$ cat src/rtl/pipeline_hazard_sequencer.sv
// rtl/pipeline_hazard_sequencer.sv - stall/flush sequencer for the 5-stage pipeline
//
// Sits beside decode. It stalls on load-use hazards against the EX-stage load,
// holds the pipeline while a data-memory access is outstanding, and turns a
// decode-resolved redirect into a PC load plus an IF/ID flush. It also keeps
// saturating stall and flush performance counters.
//
// Ports:
//   clock, reset                  rising-edge clock, synchronous active-low reset
//   id_rs1, id_rs2                decode source registers
//   id_use_rs1, id_use_rs2        decode instruction reads rs1 / rs2
//   ex_mem_read, ex_reg_en        EX-stage instruction is a load / writes the RF
//   ex_dest_reg                   EX-stage destination register
//   redirect_valid/target         taken branch / JAL / JALR from decode, new PC
//   dmem_req, dmem_ready          MEM access in flight / completes this cycle
//   pc_stall, if_id_stall         hold PC / hold IF/ID
//   if_id_flush                   zero IF/ID
//   id_ex_bubble, mem_wb_bubble   load NOP into ID/EX / MEM/WB
//   ex_mem_stall                  hold EX/MEM
//   pc_load, pc_target            load redirect target into PC (target 0 otherwise)
//   seq_state                     00 RUN, 01 LU_STALL, 10 MEM_WAIT
//   mem_timeout_err               sticky memory timeout flag
//   stall_cnt, flush_cnt          saturating stall-cycle / redirect counters

module pipeline_hazard_sequencer #(
    parameter int DataWidth    = 32,
    parameter int RegAddrWidth = 5,
    parameter int LU_CYCLES    = 1,
    parameter int MEM_TIMEOUT  = 255,
    parameter int CNT_W        = 16
) (
    input  logic                    clock,
    input  logic                    reset,
    input  logic [RegAddrWidth-1:0] id_rs1,
    input  logic [RegAddrWidth-1:0] id_rs2,
    input  logic                    id_use_rs1,
    input  logic                    id_use_rs2,
    input  logic                    ex_mem_read,
    input  logic                    ex_reg_en,
    input  logic [RegAddrWidth-1:0] ex_dest_reg,
    input  logic                    redirect_valid,
    input  logic [DataWidth-1:0]    redirect_target,
    input  logic                    dmem_req,
    input  logic                    dmem_ready,
    output logic                    pc_stall,
    output logic                    if_id_stall,
    output logic                    if_id_flush,
    output logic                    id_ex_bubble,
    output logic                    ex_mem_stall,
    output logic                    mem_wb_bubble,
    output logic                    pc_load,
    output logic [DataWidth-1:0]    pc_target,
    output logic [1:0]              seq_state,
    output logic                    mem_timeout_err,
    output logic [CNT_W-1:0]        stall_cnt,
    output logic [CNT_W-1:0]        flush_cnt
);

    localparam int LU_W   = 3;
    localparam int WAIT_W = 8;

    typedef enum logic [1:0] {
        RUN      = 2'b00,
        LU_STALL = 2'b01,
        MEM_WAIT = 2'b10
    } state_t;

    state_t            state;
    logic [LU_W-1:0]   lu_cnt;
    logic [WAIT_W-1:0] wait_cnt;

    logic hazard;
    logic memwait;
    logic do_mem;      // memory-wait stall pattern this cycle
    logic do_lu;       // load-use stall pattern this cycle
    logic do_redir;    // redirect accepted this cycle
    logic release_mem; // leave MEM_WAIT this cycle
    logic timeout;     // leaving MEM_WAIT because the wait budget ran out

    assign hazard = ex_mem_read & ex_reg_en & (ex_dest_reg != '0) &
                    ((id_use_rs1 & (id_rs1 == ex_dest_reg)) |
                     (id_use_rs2 & (id_rs2 == ex_dest_reg)));
    assign memwait = dmem_req & ~dmem_ready;

    // Priority memwait > load-use > redirect. A redirect seen alongside a
    // hazard is dropped because its operands are stale; decode re-presents it.
    always_comb begin
        do_mem      = 1'b0;
        do_lu       = 1'b0;
        do_redir    = 1'b0;
        release_mem = 1'b0;
        timeout     = 1'b0;
        if (reset) begin
            case (state)
                RUN: begin
                    if (memwait)             do_mem   = 1'b1;
                    else if (hazard)         do_lu    = 1'b1;
                    else if (redirect_valid) do_redir = 1'b1;
                end
                LU_STALL: begin
                    if (memwait) do_mem = 1'b1;
                    else         do_lu  = 1'b1;
                end
                MEM_WAIT: begin
                    if (dmem_ready) begin
                        release_mem = 1'b1;
                    end else if (wait_cnt == WAIT_W'(MEM_TIMEOUT)) begin
                        release_mem = 1'b1;
                        timeout     = 1'b1;
                    end else begin
                        do_mem = 1'b1;
                    end
                end
                default: ;
            endcase
        end
    end

    // ID/EX is held (not bubbled) during a memory wait; the branch itself
    // proceeds on a redirect, so only IF/ID is flushed.
    assign pc_stall      = do_mem | do_lu;
    assign if_id_stall   = do_mem | do_lu;
    assign ex_mem_stall  = do_mem;
    assign mem_wb_bubble = do_mem;
    assign id_ex_bubble  = do_lu;
    assign pc_load       = do_redir;
    assign if_id_flush   = do_redir;
    assign pc_target     = do_redir ? redirect_target : '0;
    assign seq_state     = state;

    always_ff @(posedge clock) begin
        if (!reset) begin
            state           <= RUN;
            lu_cnt          <= '0;
            wait_cnt        <= '0;
            stall_cnt       <= '0;
            flush_cnt       <= '0;
            mem_timeout_err <= 1'b0;
        end else begin
            if (pc_stall && !(&stall_cnt)) stall_cnt <= stall_cnt + CNT_W'(1);
            if (pc_load && !(&flush_cnt))  flush_cnt <= flush_cnt + CNT_W'(1);

            case (state)
                RUN: begin
                    if (do_mem) begin
                        state    <= MEM_WAIT;
                        wait_cnt <= WAIT_W'(1);
                    end else if (do_lu && (LU_CYCLES > 1)) begin
                        state  <= LU_STALL;
                        lu_cnt <= LU_W'(LU_CYCLES - 1);
                    end
                end
                LU_STALL: begin
                    // lu_cnt stays frozen across a memory wait and resumes after.
                    if (do_mem) begin
                        state    <= MEM_WAIT;
                        wait_cnt <= WAIT_W'(1);
                    end else begin
                        lu_cnt <= lu_cnt - LU_W'(1);
                        if (lu_cnt == LU_W'(1)) state <= RUN;
                    end
                end
                MEM_WAIT: begin
                    if (release_mem) begin
                        wait_cnt <= '0;
                        if (timeout) mem_timeout_err <= 1'b1;
                        state <= (lu_cnt != '0) ? LU_STALL : RUN;
                    end else begin
                        wait_cnt <= wait_cnt + WAIT_W'(1);
                    end
                end
                default: state <= RUN;
            endcase
        end
    end

endmodule

$ cat config.mk
export PLATFORM = sky130hd
export DESIGN_NAME = pipeline_hazard_sequencer
export DESIGN_NICKNAME = d
export VERILOG_FILES = /design/src/rtl/pipeline_hazard_sequencer.sv
export SDC_FILE = /design/constraint.sdc
export NUM_CORES = 1
export LEC_CHECK = 0
export BUFFER_PORTS_ARGS = -buffer_cell sky130_fd_sc_hd__buf_4
export CORE_MARGIN = 4
export CORE_UTILIZATION = 35
export CTS_BUF_LIST = sky130_fd_sc_hd__clkbuf_4 sky130_fd_sc_hd__clkbuf_8 sky130_fd_sc_hd__clkbuf_16
export DETAILED_ROUTE_END_ITERATION = 12
export PLACE_DENSITY = 0.59
export SYNTH_ARGS = -nofsm -noshare
export SYNTH_HDL_FRONTEND = slang
export SYNTH_SLANG_ARGS = --single-unit
export TNS_END_PERCENT = 20
$ cat constraint.sdc
create_clock -name clock -period 2.9 [get_ports clock]
set_clock_uncertainty 0.15 [all_clocks]
set_input_delay 0.58 -clock clock [delete_from_list [all_inputs] [get_ports clock]]
set_output_delay 0.58 -clock clock [all_outputs]
set_load 0.01 [all_outputs]
==> results.cfg <==
[critical_path]
end_kind = output pin
cp_max_fo = 17
rr_startpoint = wait_cnt[1]
path_class = in2out
slowest_delay_ns = 0.38
crit_slowest_cell = or3_4
worstPathRequired_ns = 2.17
arrival_ns = 2.19
path_cells = buf_4 -> or3_4 -> o311a_1 -> a211o_1 -> inv_2 -> clkbuf_16 -> and2_1 -> buf_4
ff2ff_setup_slack_ns = 0.50
path_common_cell = buf_4
startpoint = ex_dest_reg[0]
critPathLaunchType = input port

[die]
die_w_um = 97.0
die-area_mm2 = 0.00941
ioPinCount = 130
start_util_pct = 35.9
fp.dieH_um = 97.0
core_area_mm2 = 0.00773
rows = 32

[synth]
synth.distinct_cells = 47
synth_edf_count = 0
synth.most_common_cell = dfxtp_1
netlist_top_cells_area = dfxtp_1, and2_1, nand3_1
async_flop_share_pct = 0
synth_common_cells = dfxtp_1, and2_1, nand2_1
post_synth.cell_area_avg_um2 = 8.11
yosys.area.top_type = dfxtp_1
yosysWarnings = 0
synth_area_mm2 = 0.00277
synth_top_area_share_pct = 33.2
synth_fp_nets = 404
ys_ff_latch = 46
syn_inst = 342
synth.yosys.seq_area_share_pct = 33.2
synth_ff_type = dfxtp_1

[timing]
grt_setup_unrepaired = yes
setup_violations = 16
final_hold_viol_count = 0
max_freq_mhz = 342
maxSlewViolCount = 0
tightest_slew_ns = 0.628
period_minus_slack_ns = 2.92
setup_tns_ns = -0.189
slew_headroom_pct = 57.9
hold_slack_ns = 0.330
setup_slack_ns = -0.0243
finalCritPeriodShare_pct = 101

[route]
postRouteAntennaNets = 0
drt-pass1-iter-count = 4
drt-initial-drc-count = 103
vias = 2954
routedWlPerCell_um = 14.6
drt_wl_total_um = 8450
via_per_inst = 5.12
drcViolationCount = 0

[power_and_ir_drop]
p_leak_nw = 1.74
powerDensity_mw_per_mm2 = 353
finalPower_mw = 1.43
vdd_ir_drop_max_uv = 201

[cts]
cts_made_buffers = 5
cts_sinks = 46
cts_buffer_depth = 2
cts_tree = built
h-tree-depth = 2
ctsHoldBuffers = 0
clkTransAtPathRegs_ns = 0.09
cts_root_buf = clkbuf_8
insertion_delay_ns = 0.30

[global_routing]
antenna_found_initial = 0
gr-total-overflow = 0
grt_start_max_net_pins = 36
grt_usage_pct = 17.2
first_global_vias = 2740
grt_pass1_wl_um = 13800

[run]
drv_cap = 0

[hold_path]
hold_start = mem_timeout_err
min_path_type = reg2reg

[status]
outcome = finished with violations
violations = negative setup slack

[layout]
diodes = 0
n_fill_cell = 775
stdcell_count = 577
nets = 536
area_growth_pct = 46.3
drive_above_1_share_pct = 35.2

[placement]
dp_cells = 566
dp_hpwl_um = 6300
portBuffers = 129
gp_congestion = 0.869
## sequential cells by signal, indices dropped and copies added (netlist names)
register / flops
flush_cnt: 16
lu_cnt: 3
mem_timeout_err: 1
seq_state: 2
stall_cnt: 16
wait_cnt: 8
## cell type report
cell class                 count  area [um^2]  share of cell area [%]
inverter                       9         33.8                   0.833
tap                          102          128                    3.15
multi-input combinational    266         1730                    42.7
clock inverter                 2         37.5                   0.925
sequential                    46          922                    22.7
timing repair buffer         146         1130                    27.8
clock buffer                   6         76.3                    1.88
## critical path, delay by kind of cell
family / cells / cell delay [ns]
AND/OR/NAND/NOR: 2 / 0.51
buffers and inverters: 4 / 0.51
AO/OA/AOI/OAI: 2 / 0.60
## cells by family after synthesis
group	after synthesis	share of synthesized area, %
compound gates	65	16.2
xor+xnor	17	5.37
fa+ha+maj	6	2.71
buf+inv	30	4.87
flops	46	33.2
mux	9	3.25
simple gates	169	34.4
## power by group
part           switching [mW]  total, mW  internal [mW]
sequential             0.0126      0.656          0.643
clock                   0.229      0.496          0.267
combinational           0.130      0.282          0.152
total                   0.371       1.43           1.06
## routing by layer
metal	global-route usage [%]	wire length, um	share of wire, %	up-vias
met5	0	0	0	-
met4	4.43	114	1.3	0
met3	3.24	377	4.5	12
met2	28.9	4200	50	66
met1	22.7	3760	45	1373
li1	-	-	-	1503
## final timing paths
path,end,depth (start not counted)
max,pc_target[19],8
max reg2reg,lu_cnt[2],7
min reg2reg,mem_timeout_err,2
min,mem_timeout_err,2
## layout by cell type (no fill, tap or decap), types with 2 or more instances in the layout
cell,n
mux2i_1,9
o41ai_1,6
a211oi_1,2
o21ai_0,6
o31ai_1,11
a211o_1,2
dfxtp_1,45
and3_1,11
nand2b_1,9
or3_1,4
buf_4,144
xor2_1,5
nand4_1,8
nand2_1,29
nor3_2,2
and2_1,35
inv_2,2
nand3_1,23
o311a_1,2
nand3b_1,2
or4_1,11
inv_1,7
xnor2_1,12
nor4_2,2
o311ai_0,6
nor2b_1,2
clkbuf_8,5
a21oi_1,22
ha_1,5
nor3_1,7
nor2_1,15
## what timing repair did
action	CTS	global route
resized for setup	2	3
cloned	0	1
buffers inserted	0	2
pin swaps	0	1
endpoints found under the setup margin	32	34
## through the flow
stage	util (%)	setup WS, ns	cell area [um^2]
after floorplan	-	-0.00387	2780
after global placement	50.4	-0.0605	3890
after detailed placement	50.4	-0.0856	3890
after CTS	51.9	-0.0509	4010
after global routing	52.5	-0.0963	4060
final	52.5	-0.0243	4060
No activity file was read; power rests on OpenSTA's default activity.
